<file path="config.mk">
export PLATFORM = sky130hd
export DESIGN_NAME = reg16_wr_arb_flat
export DESIGN_NICKNAME = d
export VERILOG_FILES = /design/src/rtl/reg16_wr_arb_if.sv /design/src/rtl/reg16_wr_arb.sv /design/src/flat_wrapper.sv
export SDC_FILE = /design/constraint.sdc
export NUM_CORES = 1
export LEC_CHECK = 0
export BUFFER_PORTS_ARGS = -buffer_cell sky130_fd_sc_hd__buf_2
export CORE_MARGIN = 2
export CORE_UTILIZATION = 51
export DETAILED_ROUTE_END_ITERATION = 10
export GPL_TIMING_DRIVEN = 0
export PLACE_DENSITY_LB_ADDON = 0.05
export SYNTH_ARGS = -nofsm -noshare
export SYNTH_HDL_FRONTEND = slang
export SYNTH_SLANG_ARGS = --single-unit
</file>
<file path="constraint.sdc">
create_clock -name clk -period 5.3 [get_ports clk]
set_clock_uncertainty 0.15 [all_clocks]
set_input_delay 0.265 -clock clk [delete_from_list [all_inputs] [get_ports clk]]
set_output_delay 0.265 -clock clk [all_outputs]
set_load 0.02 [all_outputs]
</file>
<file path="src/rtl/reg16_wr_arb_if.sv">
// Bus bundle between the block-size/SDMA-boundary register, its three requesters
// and the write-port arbiter.
interface reg16_wr_arb_if;
  logic [2:0]  req;
  logic [35:0] bsize_in;
  logic [8:0]  sdmabuffb_in;
  logic        reg_ack;
  logic        reg_busy;
  logic        enb_block0;
  logic        enb_block1;
  logic        enb_block2;
  logic [11:0] tranfer_bsize_out;
  logic [2:0]  host_sdmabuffb_out;
  logic [2:0]  gnt;
  logic [2:0]  done;
  logic [2:0]  err;
  logic        arb_busy;

  // Arbiter side.
  modport master (
    input  req, bsize_in, sdmabuffb_in, reg_ack, reg_busy,
    output enb_block0, enb_block1, enb_block2, tranfer_bsize_out,
           host_sdmabuffb_out, gnt, done, err, arb_busy
  );

  // Requester/register side.
  modport slave (
    output req, bsize_in, sdmabuffb_in, reg_ack, reg_busy,
    input  enb_block0, enb_block1, enb_block2, tranfer_bsize_out,
           host_sdmabuffb_out, gnt, done, err, arb_busy
  );
endinterface

</file>
<file path="src/rtl/reg16_wr_arb.sv">
// Round-robin write-port arbiter for the 16-bit block-size / SDMA-boundary register.
// Every output is a flop loaded from the next-state decode.
module reg16_wr_arb #(
  parameter int TIMEOUT = 15,
  parameter int CNT_W   = 4
) (
  input  logic            clk,
  input  logic            rst,
  reg16_wr_arb_if.master  bus,
  output logic [1:0]      dbg_state
);

  // Handshake: req is a level held by a requester until it sees done/err for
  // its write; the enable is held from the grant edge until reg_ack is sampled
  // high or TIMEOUT ISSUE cycles elapse, and the outcome pulses during RELEASE.

  typedef enum logic [1:0] {
    IDLE    = 2'd0,
    ISSUE   = 2'd1,
    RELEASE = 2'd2
  } state_t;

  localparam logic [CNT_W-1:0] TO_LAST = CNT_W'(TIMEOUT - 1);

  state_t           state, next_state;
  logic [1:0]       last;
  logic [1:0]       winner, next_winner;
  logic [CNT_W-1:0] cnt;
  logic             grant;
  logic [2:0]       sel_oh;
  logic [2:0]       nxt_enb, nxt_gnt, nxt_done, nxt_err;
  logic             nxt_busy;

  // Search order is last+1, last+2, last (mod 3).
  function automatic logic [1:0] pick(input logic [2:0] r, input logic [1:0] l);
    logic [1:0] w;
    w = 2'd0;
    case (l)
      2'd0:    begin if (r[1]) w = 2'd1; else if (r[2]) w = 2'd2; else w = 2'd0; end
      2'd1:    begin if (r[2]) w = 2'd2; else if (r[0]) w = 2'd0; else w = 2'd1; end
      default: begin if (r[0]) w = 2'd0; else if (r[1]) w = 2'd1; else w = 2'd2; end
    endcase
    return w;
  endfunction

  function automatic logic [2:0] onehot(input logic [1:0] i);
    logic [2:0] o;
    case (i)
      2'd0:    o = 3'b001;
      2'd1:    o = 3'b010;
      2'd2:    o = 3'b100;
      default: o = 3'b000;
    endcase
    return o;
  endfunction

  always_comb begin
    next_state  = state;
    next_winner = winner;
    grant       = 1'b0;
    case (state)
      IDLE: begin
        if ((bus.req != 3'b000) && !bus.reg_busy) begin
          grant       = 1'b1;
          next_winner = pick(bus.req, last);
          next_state  = ISSUE;
        end
      end
      ISSUE: begin
        // reg_ack takes priority over a coincident timeout.
        if (bus.reg_ack || (cnt == TO_LAST)) next_state = RELEASE;
      end
      RELEASE: next_state = IDLE;
      default: next_state = IDLE;
    endcase

    sel_oh   = onehot(next_winner);
    nxt_enb  = (next_state == ISSUE) ? sel_oh : 3'b000;
    nxt_gnt  = ((next_state == ISSUE) || (next_state == RELEASE)) ? sel_oh : 3'b000;
    nxt_done = ((next_state == RELEASE) && bus.reg_ack)  ? sel_oh : 3'b000;
    nxt_err  = ((next_state == RELEASE) && !bus.reg_ack) ? sel_oh : 3'b000;
    nxt_busy = (next_state != IDLE);
  end

  always_ff @(posedge clk or negedge rst) begin
    if (!rst) begin
      state  <= IDLE;
      last   <= 2'd2;
      winner <= 2'd0;
      cnt    <= '0;
    end else begin
      state  <= next_state;
      winner <= next_winner;
      if (grant)                cnt <= '0;
      else if (state == ISSUE)  cnt <= cnt + CNT_W'(1);
      if (state == RELEASE)     last <= winner;
    end
  end

  always_ff @(posedge clk or negedge rst) begin
    if (!rst) begin
      bus.enb_block0         <= 1'b0;
      bus.enb_block1         <= 1'b0;
      bus.enb_block2         <= 1'b0;
      bus.gnt                <= 3'b000;
      bus.done               <= 3'b000;
      bus.err                <= 3'b000;
      bus.arb_busy           <= 1'b0;
      bus.tranfer_bsize_out  <= 12'h000;
      bus.host_sdmabuffb_out <= 3'b000;
    end else begin
      bus.enb_block0 <= nxt_enb[0];
      bus.enb_block1 <= nxt_enb[1];
      bus.enb_block2 <= nxt_enb[2];
      bus.gnt        <= nxt_gnt;
      bus.done       <= nxt_done;
      bus.err        <= nxt_err;
      bus.arb_busy   <= nxt_busy;
      // Data holds its last granted value until the next grant.
      if (grant) begin
        case (next_winner)
          2'd1: begin
            bus.tranfer_bsize_out  <= bus.bsize_in[23:12];
            bus.host_sdmabuffb_out <= bus.sdmabuffb_in[5:3];
          end
          2'd2: begin
            bus.tranfer_bsize_out  <= bus.bsize_in[35:24];
            bus.host_sdmabuffb_out <= bus.sdmabuffb_in[8:6];
          end
          default: begin
            bus.tranfer_bsize_out  <= bus.bsize_in[11:0];
            bus.host_sdmabuffb_out <= bus.sdmabuffb_in[2:0];
          end
        endcase
      end
    end
  end

  assign dbg_state = state;

endmodule
</file>
<file path="src/flat_wrapper.sv">
// flat-port wrapper written by rule: the top's interface ports become plain ports
module reg16_wr_arb_flat 
#(
  parameter int TIMEOUT = 15,
  parameter int CNT_W   = 4
)
  (clk, rst, dbg_state, bus_req, bus_bsize_in, bus_sdmabuffb_in, bus_reg_ack, bus_reg_busy, bus_enb_block0, bus_enb_block1, bus_enb_block2, bus_tranfer_bsize_out, bus_host_sdmabuffb_out, bus_gnt, bus_done, bus_err, bus_arb_busy);
  reg16_wr_arb_if bus_i ();
  input  logic clk;
  input  logic rst;
  output logic [1:0] dbg_state;
  input wire logic [$bits(bus_i.req)-1:0] bus_req;
  input wire logic [$bits(bus_i.bsize_in)-1:0] bus_bsize_in;
  input wire logic [$bits(bus_i.sdmabuffb_in)-1:0] bus_sdmabuffb_in;
  input wire logic [$bits(bus_i.reg_ack)-1:0] bus_reg_ack;
  input wire logic [$bits(bus_i.reg_busy)-1:0] bus_reg_busy;
  output wire logic [$bits(bus_i.enb_block0)-1:0] bus_enb_block0;
  output wire logic [$bits(bus_i.enb_block1)-1:0] bus_enb_block1;
  output wire logic [$bits(bus_i.enb_block2)-1:0] bus_enb_block2;
  output wire logic [$bits(bus_i.tranfer_bsize_out)-1:0] bus_tranfer_bsize_out;
  output wire logic [$bits(bus_i.host_sdmabuffb_out)-1:0] bus_host_sdmabuffb_out;
  output wire logic [$bits(bus_i.gnt)-1:0] bus_gnt;
  output wire logic [$bits(bus_i.done)-1:0] bus_done;
  output wire logic [$bits(bus_i.err)-1:0] bus_err;
  output wire logic [$bits(bus_i.arb_busy)-1:0] bus_arb_busy;
  assign bus_i.req = bus_req;
  assign bus_i.bsize_in = bus_bsize_in;
  assign bus_i.sdmabuffb_in = bus_sdmabuffb_in;
  assign bus_i.reg_ack = bus_reg_ack;
  assign bus_i.reg_busy = bus_reg_busy;
  assign bus_enb_block0 = bus_i.enb_block0;
  assign bus_enb_block1 = bus_i.enb_block1;
  assign bus_enb_block2 = bus_i.enb_block2;
  assign bus_tranfer_bsize_out = bus_i.tranfer_bsize_out;
  assign bus_host_sdmabuffb_out = bus_i.host_sdmabuffb_out;
  assign bus_gnt = bus_i.gnt;
  assign bus_done = bus_i.done;
  assign bus_err = bus_i.err;
  assign bus_arb_busy = bus_i.arb_busy;
  reg16_wr_arb #(.TIMEOUT(TIMEOUT), .CNT_W(CNT_W)) u_core (.clk(clk), .rst(rst), .bus(bus_i), .dbg_state(dbg_state));
endmodule
</file>
==> key figures <==
Status
  – Status: complete, no violations

Synthesis
  – Post-Synth XOR/XNOR Area: 0.00452
  – Yosys warnings: 0
  – Compound-Gate Fraction of Synth Area: 0.133
  – Largest family of logic cells by synthesized area: simple AND/OR/NAND/NOR gates
  – Simple logic cell fraction of the synthesized area: 0.150
  – Mux contribution to synthesized area: 0.134
  – Synth Instances: 170
  – Post-synthesis register bit count: 38
  – Netlist cell types: 36
  – Main synth FF type: dfrtp_1
  – Mean post-synth cell area: about 11 um^2
  – Synth Area in Adders: 0.0581
  – Number of flops mapped to enable cells by yosys: 0
  – Ys async rst share: 1.00
  – Synthesized cell area: between 1500 and 2000 um^2
  – Syn Nets: roughly 230
  – Seq/Total Area, Yosys: 0.491

Timing
  – Post-layout min period: approximately 3000 ps
  – Crit share post-route: 0.573
  – Tightest Pin Transition: roughly 810 ps
  – RSZ-0062 raised after global routing: no
  – Setup Viol. Count Final: 0
  – Slack of the critical path: between 2000 and 2500 ps
  – Relative slew slack: 0.463
  – Max Fclk: between 300 and 400 MHz
  – Final hold vios: 0
  – Hold WS: 141 ps
  – Aggregate negative setup slack: 0 ps
  – Slew Viols, Final: 0

CTS
  – Root Driver: clkbuf_8
  – Clk buf depth: 2
  – Clock sinks: 38
  – Latest clock arrival within the worst-skew pair: approximately 280 ps
  – CTS tree: built
  – # hold bufs at CTS: 1
  – H-tree Lvls: 2
  – Post-CTS resize count: 0
  – CTS clk-pin slew, worst paths: around 80 ps
  – Post-CTS setup buffer count: 0
  – TritonCTS buffer count: 5

Global routing
  – Remaining Overflow, GRT: 0
  – Vias in the first global route: 1533
  – Largest net degree at the start of global routing: 39
  – GR Util met1: 0.248
  – Overall Global Routing Usage: 0.212
  – GRT Max-Usage Layer: met2
  – Initial antenna violation count: 0
  – Met3 GRT Util: 0.0668
  – Met2 usage: 0.369
  – First-pass GRT wire length: 6.85 mm

Critical path
  – Critical Path Sink Type: flip-flop
  – CP startpoint kind: flip-flop
  – Crit Path Class: reg -> reg
  – CP max FO: 10
  – CP arrival: slightly above 3000 ps
  – Crit path required time: between 5000 and 6000 ps

Route
  – DRT antenna net count: 0
  – 1st-iter DRT viols: 55
  – Detailed Route WL: roughly 4.2 mm
  – Initial DRT Pass Iterations: 4
  – DRC: 0
  – Via count: around 1.6k
  – Routed vias/inst: about 5.1
  – Avg WL per Cell: 13.5 um

Layout
  – Design area: between 2000 and 3000 um^2
  – Ant. Diodes: 0
  – Ratio of cells with drive above 1 in the final layout: 0.431
  – P&R area growth vs syn: 30.1%
  – Fin cells: between 300 and 400
  – Nets: 320

Pwr
  – VDD IR max: between 0.3 and 0.4 mV
  – Leakage power: around 1.3 nW
  – Pwr dens: a little under 600 nW/um^2

Floorplan
  – Die area: 4310 um^2
  – # rows: 22
  – Initial core utilization: 0.530
  – Chip Width: 65.7 um
  – Core Region: 3660 um^2
  – Die Ht: approximately 66 um
  – IO Count: between 80 and 90

Placed design
  – Cell count after placement: approximately 300
  – Port bufs: 81
  – Placed instance area: between 2000 and 2500 um^2
  – HPWL after DPL: ~3.2 mm
  – RePlAce Congestion: approximately 0.76
  – Setup WS pre-CTS: roughly 2300 ps

Worst hold path
  – Tightest Hold Check Type: in -> reg

Run
  – # Max-Cap Violations: 0
==> layout by cell type (no fill, tap or decap), types with 2 or more instances in the layout <==
master	instances
buf_2	82
or3b_2	3
nand3b_1	3
nand2b_1	2
and2_1	9
a22oi_1	15
mux2_4	10
nand3_1	3
nor2_1	16
dfrtp_1	37
clkbuf_1	5
a21oi_1	17
nand2_1	2
a21o_1	2
clkinv_2	2
inv_1	3
a31oi_1	2
o21ai_0	2
mux2i_1	2
mux2_1	5
clkbuf_8	5
and3_1	3
ha_1	9
mux2_2	3
nor2b_1	2
buf_6	2
==> final timing paths <==
kind	start	to	slack (ps)	depth (start not counted)
max	u_core.dbg_state[0]$_DFF_PN0_	u_core.bus.host_sdmabuffb_out[0]$_DFFE_PN0P_	2270	10
min	bus_reg_ack	u_core.bus.done[1]$_DFF_PN0_	140	2
max reg2reg	u_core.dbg_state[0]$_DFF_PN0_	u_core.bus.host_sdmabuffb_out[0]$_DFFE_PN0P_	2270	10
min reg2reg	u_core.bus.host_sdmabuffb_out[0]$_DFFE_PN0P_	u_core.bus.host_sdmabuffb_out[0]$_DFFE_PN0P_	330	1
max in group asynchronous	rst	u_core.bus.tranfer_bsize_out[6]$_DFFE_PN0P_	4030	2
min in group asynchronous	rst	u_core.cnt[0]$_DFFE_PN0P_	460	2
==> critical path, cell delays in order (launching register included) <==
cell      delay [ps]
dfrtp_1          440
or3_4            420
nor2_4           130
buf_6            170
mux2_1           350
ha_1             180
buf_2            180
clkbuf_1         230
a22oi_1          250
a21oi_1          100
mux2_1           300
==> registers in the layout (all words and copies together) (netlist names) <==
name / flops
u_core.last: 2
u_core.winner: 2
u_core.bus.err: 3
u_core.bus.gnt: 3
u_core.bus.arb_busy: 1
u_core.bus.enb_block0: 1
u_core.bus.enb_block2: 1
u_core.dbg_state: 2
u_core.bus.enb_block1: 1
u_core.bus.tranfer_bsize_out: 12
u_core.bus.done: 3
u_core.cnt: 4
u_core.bus.host_sdmabuffb_out: 3
==> logic make-up after synthesis <==
family / Yosys count
AO/OA/AOI/OAI: 41
XOR/XNOR: 1
adder cells (fa/ha/maj): 9
buffers and inverters: 11
flip-flops: 38
multiplexers: 20
AND/OR/NAND/NOR: 50
==> stage by stage <==
| step | power, W | utilization |
|---|---|---|
| 2_1_floorplan | 0.00103 | - |
| 3_3_place_gp | 0.00124 | 0.657 |
| 3_5_place_dp | 0.00127 | 0.657 |
| 4_1_cts | 0.00151 | 0.689 |
| 5_1_grt | 0.00161 | 0.689 |
| 6_report | 0.00149 | 0.689 |
==> power breakdown <==
group / internal (W) / leakage (nW) / switching, W / total (W)
Sequential: 0.000402 / 0.479 / 0.0000683 / 0.000470
Clock: 0.000138 / 0.0579 / 0.0000988 / 0.000237
Combinational: 0.000342 / 0.782 / 0.000443 / 0.000785
Total: 0.000883 / 1.32 / 0.000610 / 0.00149
==> layer usage <==
metal / vias to the layer above / part of all wire
met5: - / 0
met3: 4 / 0.076
met1: 719 / 0.41
li1: 783 / -
met4: 0 / 0.0075
met2: 62 / 0.50
==> synthesized netlist by cell type, types with 2 or more instances <==
master,n,area share
nand2b_1,2,0.0065
and2_1,9,0.029
a22oi_1,15,0.058
mux2i_1,2,0.010
nor2b_1,2,0.0065
mux2_4,10,0.077
o21ai_0,2,0.0052
nand3b_1,3,0.012
nand2_1,2,0.0039
a21oi_1,17,0.044
dfrtp_1,37,0.48
and3_1,3,0.0097
or3b_2,3,0.014
buf_6,2,0.012
ha_1,9,0.058
a21o_1,2,0.0077
inv_1,3,0.0058
mux2_2,3,0.017
mux2_1,5,0.029
clkbuf_1,5,0.0097
a31oi_1,2,0.0065
nor2_1,16,0.031
nand3_1,3,0.0077
==> cell type report <==
| type | instances | area (um^2) |
|---|---|---|
| plain buffers | 8 | 46.3 |
| clock buffers | 5 | 68.8 |
| clock inverters | 3 | 40.0 |
| fillers | 302 | 1140 |
| inverters | 3 | 11.3 |
| multi-input cells | 121 | 930 |
| flip-flops and latches | 38 | 952 |
| well taps | 48 | 60.1 |
| repair buffers | 82 | 415 |
(Power assumes the default switching activity.)
